[src/rtl/age_request_scheduler_pkg.sv]
// Shared constants and entry type for the age-based request scheduler.
// Imported by the selector and the scheduler top.
package age_request_scheduler_pkg;

  localparam int BUFF_LEN = 8;
  localparam int AGE_W    = 16;
  localparam int BANK_W   = 4;
  localparam int DATA_W   = 32;
  localparam int IDX_W    = 3;

  localparam logic [AGE_W-1:0] AGE_MAX = '1;

  typedef struct packed {
    logic              valid;
    logic [BANK_W-1:0] bank;
    logic [AGE_W-1:0]  age;
    logic [DATA_W-1:0] data;
  } sched_entry_t;

  function automatic logic [AGE_W-1:0] age_inc(
    input logic [AGE_W-1:0] a
  );
    return (a == AGE_MAX) ? a : a + 1'b1;
  endfunction

endpackage

[src/rtl/age_request_scheduler_calcmax.sv]
// CalcMax: combinational max-selector over the eight age keys.
// A later key must be strictly greater to win, so ties keep the lower index.
module CalcMax
  import age_request_scheduler_pkg::*;
(
  input  logic [BUFF_LEN-1:0][AGE_W-1:0] keys,
  output logic [IDX_W-1:0]               max_idx,
  output logic [AGE_W-1:0]               max_val
);

  always_comb begin
    max_idx = '0;
    max_val = keys[0];
    for (int i = 1; i < BUFF_LEN; i++) begin
      if (keys[i] > max_val) begin
        max_idx = IDX_W'(i);
        max_val = keys[i];
      end
    end
  end

endmodule

[src/rtl/age_request_scheduler.sv]
// Eight-entry age-ordered request buffer with a registered issue stage.
// Picks the oldest request whose bank is free and hands it downstream.
module age_request_scheduler
  import age_request_scheduler_pkg::*;
#(
  parameter int BuffLength = 8,
  parameter int DataWidth  = 32,
  parameter int AgeWidth   = 16
) (
  input  logic                 clock,
  input  logic                 reset,
  input  logic                 in_valid,
  output logic                 in_ready,
  input  logic [3:0]           in_bank,
  input  logic [DataWidth-1:0] in_data,
  input  logic [15:0]          bank_busy,
  output logic                 issue_valid,
  input  logic                 issue_ready,
  output logic [3:0]           issue_bank,
  output logic [DataWidth-1:0] issue_data,
  output logic [AgeWidth-1:0]  issue_age,
  output logic [3:0]           occupancy
);

  if (BuffLength != BUFF_LEN) begin : g_bad_len
    $error("BuffLength must be 8");
  end
  if (DataWidth != DATA_W) begin : g_bad_data
    $error("DataWidth must be 32");
  end
  if (AgeWidth != AGE_W) begin : g_bad_age
    $error("AgeWidth must match CalcMax");
  end

  sched_entry_t entry_q [BUFF_LEN];
  sched_entry_t entry_d [BUFF_LEN];

  logic [3:0]        occ_q, occ_d;
  logic              iss_valid_q, iss_valid_d;
  logic [BANK_W-1:0] iss_bank_q, iss_bank_d;
  logic [DATA_W-1:0] iss_data_q, iss_data_d;
  logic [AGE_W-1:0]  iss_age_q, iss_age_d;

  logic [BUFF_LEN-1:0][AGE_W-1:0] keys;
  logic [IDX_W-1:0] sel;
  logic [IDX_W-1:0] free_idx;
  logic [AGE_W-1:0] sel_key;
  logic             elig_any;
  logic             push;
  logic             load;

  assign in_ready = (occ_q != 4'd8);
  assign push     = in_valid && in_ready;

  // Scanning downward leaves the lowest invalid index in free_idx.
  always_comb begin
    free_idx = '0;
    for (int i = BUFF_LEN - 1; i >= 0; i--) begin
      if (!entry_q[i].valid) free_idx = IDX_W'(i);
    end
  end

  always_comb begin
    for (int i = 0; i < BUFF_LEN; i++) begin
      keys[i] = (entry_q[i].valid && !bank_busy[entry_q[i].bank])
              ? entry_q[i].age : '0;
    end
  end

  CalcMax u_sel (
    .keys    (keys),
    .max_idx (sel),
    .max_val (sel_key)
  );

  assign elig_any = (sel_key != '0);
  assign load     = elig_any && (!iss_valid_q || issue_ready);

  always_comb begin
    for (int i = 0; i < BUFF_LEN; i++) begin
      entry_d[i] = entry_q[i];
      if (entry_q[i].valid) begin
        entry_d[i].age = age_inc(entry_q[i].age);
      end
      if (load && (sel == IDX_W'(i))) begin
        entry_d[i] = '0;
      end
      if (push && (free_idx == IDX_W'(i))) begin
        entry_d[i].valid = 1'b1;
        entry_d[i].bank  = in_bank;
        entry_d[i].age   = AGE_W'(1);
        entry_d[i].data  = in_data;
      end
    end
  end

  assign occ_d = occ_q + {3'b000, push} - {3'b000, load};

  always_comb begin
    iss_valid_d = iss_valid_q;
    iss_bank_d  = iss_bank_q;
    iss_data_d  = iss_data_q;
    iss_age_d   = iss_age_q;
    if (load) begin
      iss_valid_d = 1'b1;
      iss_bank_d  = entry_q[sel].bank;
      iss_data_d  = entry_q[sel].data;
      iss_age_d   = entry_q[sel].age;
    end else if (iss_valid_q && issue_ready) begin
      iss_valid_d = 1'b0;
    end
  end

  always_ff @(posedge clock or posedge reset) begin
    if (reset) begin
      for (int i = 0; i < BUFF_LEN; i++) begin
        entry_q[i] <= '0;
      end
      occ_q       <= '0;
      iss_valid_q <= 1'b0;
      iss_bank_q  <= '0;
      iss_data_q  <= '0;
      iss_age_q   <= '0;
    end else begin
      for (int i = 0; i < BUFF_LEN; i++) begin
        entry_q[i] <= entry_d[i];
      end
      occ_q       <= occ_d;
      iss_valid_q <= iss_valid_d;
      iss_bank_q  <= iss_bank_d;
      iss_data_q  <= iss_data_d;
      iss_age_q   <= iss_age_d;
    end
  end

  assign issue_valid = iss_valid_q;
  assign issue_bank  = iss_bank_q;
  assign issue_data  = iss_data_q;
  assign issue_age   = iss_age_q;
  assign occupancy   = occ_q;

endmodule

[config.mk]
export PLATFORM = sky130hd
export DESIGN_NAME = age_request_scheduler
export DESIGN_NICKNAME = d
export VERILOG_FILES = /design/src/rtl/age_request_scheduler_pkg.sv /design/src/rtl/age_request_scheduler_calcmax.sv /design/src/rtl/age_request_scheduler.sv
export SDC_FILE = /design/constraint.sdc
export NUM_CORES = 2
export LEC_CHECK = 0
export ABC_AREA = 1
export ABC_CLOCK_PERIOD_IN_PS = 19200
export BUFFER_PORTS_ARGS = -buffer_cell sky130_fd_sc_hd__buf_2
export CAP_MARGIN = 5
export CORE_MARGIN = 2
export CORE_UTILIZATION = 43
export DETAILED_ROUTE_END_ITERATION = 12
export SLEW_MARGIN = 10
export SYNTH_ARGS = -nofsm -noshare
export SYNTH_HDL_FRONTEND = slang
export SYNTH_SLANG_ARGS = --single-unit
export TNS_END_PERCENT = 10
[constraint.sdc]
create_clock -name clock -period 19.2 [get_ports clock]
set_clock_uncertainty 0.15 [all_clocks]
set_input_delay 3.84 -clock clock [delete_from_list [all_inputs] [get_ports clock]]
set_output_delay 3.84 -clock clock [all_outputs]
set_load 0.05 [all_outputs]
# Word level (Yosys, flattened, before mapping)
# Index checks and enable logic that the tools add are counted.
dict set report totals {
  register_bits 481
  input_bits 56
  output_inout_bits 58
  elab_cells 243
}
dict set report classes {
  addsub 10
  n_lt_le_gt_ge 16
  n_eq_ne 31
  muxes 83
  n_bitwise 1
  reduce_logical 65
}
# op count
set op_table {}
lappend op_table {{2-to-1 mux 53 bit} 16}
lappend op_table {{2-to-1 mux 16 bit} 31}
lappend op_table {{binary-select mux 53 bit (select 3 bit)} 1}
lappend op_table {{adder 16 x 1 -> 16 bit (second input constant)} 8}
lappend op_table {{== test 16 bit (second input constant)} 8}
lappend op_table {{> comparator 16 bit} 7}
lappend op_table {{2-to-1 mux 52 bit} 2}
lappend op_table {{< comparator 4 x 5 -> 1 bit (second input constant)} 8}
lappend op_table {{2-to-1 mux 3 bit} 12}
lappend op_table {{binary-select mux 1 bit (select 4 bit)} 8}
lappend op_table {{logical AND 1 bit} 27}
lappend op_table {{== test 3 bit (second input constant)} 8}
lappend op_table {{!= test 3 x 1 -> 1 bit (second input constant)} 8}
lappend op_table {{nonzero test 3 bit} 8}
lappend op_table {{nonzero test 2 bit} 9}
lappend op_table {{AND reduction 2 bit} 8}
lappend op_table {{nonzero test 16 bit} 1}
lappend op_table {{== test 3 x 2 -> 1 bit (second input constant)} 4}
lappend op_table {{2-to-1 mux 1 bit} 11}
lappend op_table {{logical NOT 1 bit} 9}
lappend op_table {{== test 3 x 1 -> 1 bit (second input constant)} 2}
lappend op_table {{logical NOT 3 bit} 2}
lappend op_table {{adder 4 x 1 -> 4 bit} 1}
lappend op_table {{greater-or-equal comparator 4 bit (second input constant)} 1}
lappend op_table {{5 further kinds} 6}

# Longest topological paths before layout
dict set report logic_depth {
  ltp_word 24
  ltp_mapped 112
  mapped_depth_nobuf 105
}

# By module
# Synthesis repeated with hierarchy kept, for this count alone.
dict set report hier_totals {
  cells_unflattened 3951
  area_unflattened_um2 29295.6
}
# mod n_inst cells_per_inst area_each_um2 seq_area_each_um2
set modules_own_cells {}
lappend modules_own_cells {age_request_scheduler 1 3242 25049.0 12036.5}
lappend modules_own_cells {CalcMax 1 709 4246.6 0.0}

# Worst setup path after synthesis
# OpenSTA, ideal clock, no wires.
dict set report synth_timing {
  path_type {input to register}
  from {input port bank_busy[13]}
  to {register occ_q[2] (netlist: occupancy[2])}
  setup_time_ns 0.123
  arrival_ns 16.769
  t_required_ns 18.927
  setup_slack_ns 2.158
  path_stages 92
  n_path_buf 7
  path_cell_list {inv_1 nand2_1 nand3_1 nand3_1 nand3_1 nand3_1 inv_1 clkbuf_1 nand2_1 ha_1 nand4_1 nor4_1 nand4_1 nand2_2 clkbuf_1 nand2_1 o21ai_0 ha_1 [56 not listed] o221ai_1 nand2_1 o2111ai_1 nand2_1 nor3_1 nand2_1 nor3_1 nor2_1 nor2_2 nand3_4 nand2_2 inv_2 buf_2 ha_1 inv_1 ha_1 fa_1 xor2_1}
}
dict set report synth_via {
  elab_chain_cells 22
  word_cells_on_any_way 57
  classes_between {1 x add/sub; 7 x order compare; 31 x mux; 18 x reduce/logical}
}
# item line
set synth_lines {}
lappend synth_lines {{start, declared} age_request_scheduler.sv:16} ;# input logic [15:0] bank_busy,
lappend synth_lines {{binary-select mux 1 bit (select 4 bit)} age_request_scheduler.sv:65} ;# keys[i] = (entry_q[i].valid && !bank_busy[entry_q[i].bank])
lappend synth_lines {{2-to-1 mux 1 bit (not written as such)} age_request_scheduler.sv:65}
lappend synth_lines {{logical NOT 1 bit} age_request_scheduler.sv:65}
lappend synth_lines {{logical AND 1 bit} age_request_scheduler.sv:65}
lappend synth_lines {{2-to-1 mux 16 bit} age_request_scheduler.sv:66} ;# ? entry_q[i].age : '0;
lappend synth_lines {{> comparator 16 bit} age_request_scheduler_calcmax.sv:15} ;# if (keys[i] > max_val) begin
lappend synth_lines {{2-to-1 mux 16 bit} age_request_scheduler_calcmax.sv:15}
lappend synth_lines {{> comparator 16 bit} age_request_scheduler_calcmax.sv:15}
lappend synth_lines {{[7 not listed]} -}
lappend synth_lines {{> comparator 16 bit} age_request_scheduler_calcmax.sv:15}
lappend synth_lines {{2-to-1 mux 16 bit} age_request_scheduler_calcmax.sv:15}
lappend synth_lines {{> comparator 16 bit} age_request_scheduler_calcmax.sv:15}
lappend synth_lines {{2-to-1 mux 16 bit (*)} age_request_scheduler_calcmax.sv:15}
lappend synth_lines {{nonzero test 16 bit (*)} age_request_scheduler.sv:76} ;# assign elig_any = (sel_key != '0);
lappend synth_lines {{logical AND 1 bit (*)} age_request_scheduler.sv:77} ;# assign load = elig_any && (!iss_valid_q || issue_ready);
lappend synth_lines {{subtractor 4 x 1 -> 4 bit (*)} age_request_scheduler.sv:97} ;# assign occ_d = occ_q + {3'b000, push} - {3'b000, load};
lappend synth_lines {{net occ_d[2]} age_request_scheduler.sv:38} ;# logic [3:0] occ_q, occ_d;
lappend synth_lines {{end signal, assigned} age_request_scheduler.sv:119} ;# occ_q <= '0;
lappend synth_lines {{end signal, assigned} age_request_scheduler.sv:128} ;# occ_q <= occ_d;
lappend synth_lines {{end, declared} age_request_scheduler.sv:38}
# Mark *: on every way through the listed nets, which the timed path passes. The rest lies on a longest branch. The select of a mux whose other input is x is not followed.
# A chain may end at the register's enable or synchronous reset.

# Worst setup path after layout
dict set report layout_timing {
  from {input port bank_busy[5]}
  to {register occ_q[2] (netlist: occupancy[2])}
}
# Same word-level chain as after synthesis.

==> results.yml <==
run_status:
  status: "complete, no violations"
sta:
  worst-slew-pin-transition_ps: 1100
  drv_slew: 0
  hold_viol_final: 0
  timing.hold.ws_ps: 322
  post-route-min-period_ps: 17750
  slew_headroom_pct: 26.7
  rsz0062_at_grt: "false"
  finalCritPeriodShare_pct: 92.4
  fmax_mhz: 56.3
  setup_viol_count_final: 0
worst_setup_path:
  critPathLaunchType: "input pin"
  critPathKind: "in2reg"
  arrival_ps: 18120
  endpoint_kind: "register"
  required_ps: 19570
  cpMostUsedCell: "nand2_1"
  path_max_fanout: 34
  cp_slowest_stage_delay_ps: 380
  slowest_stage: "o21ai_1"
clocking:
  cts_max_level: 2
  clockBufferDepth: 3
  path_clk_slew_ps: 70
  clockRootBuffer: "clkbuf_16"
  cts_tree: "built"
  cts_sinks: 481
  numCtsBuffers: 55
  postCtsHoldBufs: 0
  clk_latency_ps: 640
detailed_routing:
  drt-wirelength-per-cell_um: 20.9
  vias: 28071
  vias_per_cell: 5.67
  first_pass_iters: 5
  drc: 0
  routed_wl_mm: 103
  ant_nets: 0
  drtIter0Drc: 2618
synthesis:
  synthFlopType: "dfrtp_1"
  ys_top_cells_by_area: "dfrtp_1, nand2_1, nand3_1"
  synth.distinct_cells: 49
  synthArstFlopShare_pct: 100
  syn_nets: 4224
  synth.cell_area_sq_um: 29200
  synth_common_cells: "nand2_1, nand3_1, dfrtp_1"
  seq_area_frac_synth_pct: 41.2
  yosysMostFrequentCell: "nand2_1"
  ys_warn_count: 0
  synth_top_area_share_pct: 41.2
  post-synth-top-area-cell: "dfrtp_1"
  netlist_instances: 4047
  synth_enable_flop_cells: 0
  avgSynthCellArea_sq_um: 7.21
  synth_seq_cells: 481
global_routing:
  grt_max_degree: 135
  antenna_found_initial: 7
  track_usage_pct: 29.3
  grt_overflow: 0
  grt_pass1_wl_mm: 159
  grt_pass1_vias: 26548
floorplanning:
  chipWidth_um: 265
  io_pins: 114
  die_area_sq_um: 70000
  core_sq_um: 67200
  chipHeight_um: 265
  start_util_pct: 43.5
  rows: 95
place:
  dp_hpwl_mm: 66.9
  port_buffers: 113
  gp_routability_congestion: 0.986
  placed_cells: 4845
  dpl_cell_area_sq_um: 30300
job:
  maxCapViolCount: 0
final_layout:
  stdcell_area_sq_um: 32200
  nFillCells: 6789
  final_cells: 4947
  area_growth_pct: 10.3
  layout.nets: 4208
  drive_gt1_share_pct: 7.91
min_path:
  hold_class: "reg2reg"
## layout by cell type (no fill, tap or decap), types with 9 or more instances in the layout
cell	netlist	final
a211oi_1	9	9
a21oi_1	153	153
and2_1	11	11
buf_2	49	113
buf_4	19	59
clkbuf_1	121	15
clkbuf_16	0	55
clkbuf_8	0	10
clkinv_2	0	11
dfrtp_1	481	481
ha_1	120	120
inv_1	274	264
inv_2	5	11
nand2_1	1220	1218
nand2_2	15	13
nand3_1	581	580
nand3_2	9	10
nand4_1	111	111
nor2_1	348	341
nor3_1	50	49
nor4_1	12	12
o21ai_0	192	188
o21ai_1	7	10
o221ai_1	10	10
o22ai_1	68	68
xor2_1	77	77
## cells by family after synthesis
group	synth area share (%)
simple gates	34.9
buf+inv	7.52
flops	41.2
compound gates	8.75
fa+ha+maj	5.21
xor+xnor	2.37
## through the flow
step / setup slack (ps) / TNS (ps) / util, %
4_1_cts: 544 / 0 / 47.8
3_3_place_gp: 150 / 0 / 45.2
3_5_place_dp: -95.9 / -164 / 45.2
6_report: 1450 / 0 / 47.9
5_1_grt: 16.7 / 0 / 47.9
2_1_floorplan: 1790 / 0 / -
## state kept, by name, indices dropped and copies added, names as in the netlist
register	flops
issue_bank	4
issue_data	32
issue_age	16
entry_q	424
occupancy	4
issue_valid	1
## layer usage
layer | GRT usage [%] | vias to the layer above | wire length [um]
met4 | 11.8 | 4 | 4130
li1 | - | 13337 | -
met1 | 40.7 | 13432 | 45400
met2 | 46.2 | 1074 | 46700
met3 | 3.81 | 224 | 7230
met5 | 0 | - | 23
## path summary, 6_finish.rpt
| check | startpoint | end | slack, ps | depth (start not counted) |
|---|---|---|---|---|
| max in group asynchronous | reset | entry_q[127]$_DFFE_PP0P_ | 13590 | 4 |
| min reg2reg | issue_bank[3]$_DFFE_PP0P_ | issue_bank[3]$_DFFE_PP0P_ | 320 | 2 |
| min | issue_bank[3]$_DFFE_PP0P_ | issue_bank[3]$_DFFE_PP0P_ | 320 | 2 |
| min in group asynchronous | reset | entry_q[23]$_DFFE_PP0P_ | 3170 | 2 |
| max reg2reg | entry_q[419]$_DFFE_PP0P_ | occupancy[2]$_DFF_PP0_ | 4210 | 87 |
| max | bank_busy[5] | occupancy[2]$_DFF_PP0_ | 1450 | 85 |
## area by class of cell
cell class / instances / area (sq um) / share of cell area, %
Timing Repair Buffer: 178 / 1130 / 3.51
Sequential cell: 481 / 12000 / 37.4
Tap cell: 873 / 1090 / 3.39
Multi-Input combinational cell: 3035 / 15100 / 46.8
Antenna cell: 2 / 5.00 / 0.0156
Clock buffer: 80 / 1570 / 4.88
Clock inverter: 18 / 221 / 0.688
Inverter: 280 / 1060 / 3.30
## timing repair
item / CTS / global route
resized for setup: 0 / 13
buffers inserted: 0 / 2
endpoints found under the setup margin: 0 / 481
## worst max-delay path, delay by kind of cell
kind,cells,cell delay [ps]
xor gates and xnor gates,1,150
and+or+nand+nor,44,5770
adders and majority gates,10,3010
AOI/OAI and AO/OA,18,3250
buffers and inverters,12,2070
Power is left out: the tool's default activity adds up to more than one toggle a clock period on the data nets, which glitch-free logic cannot reach.
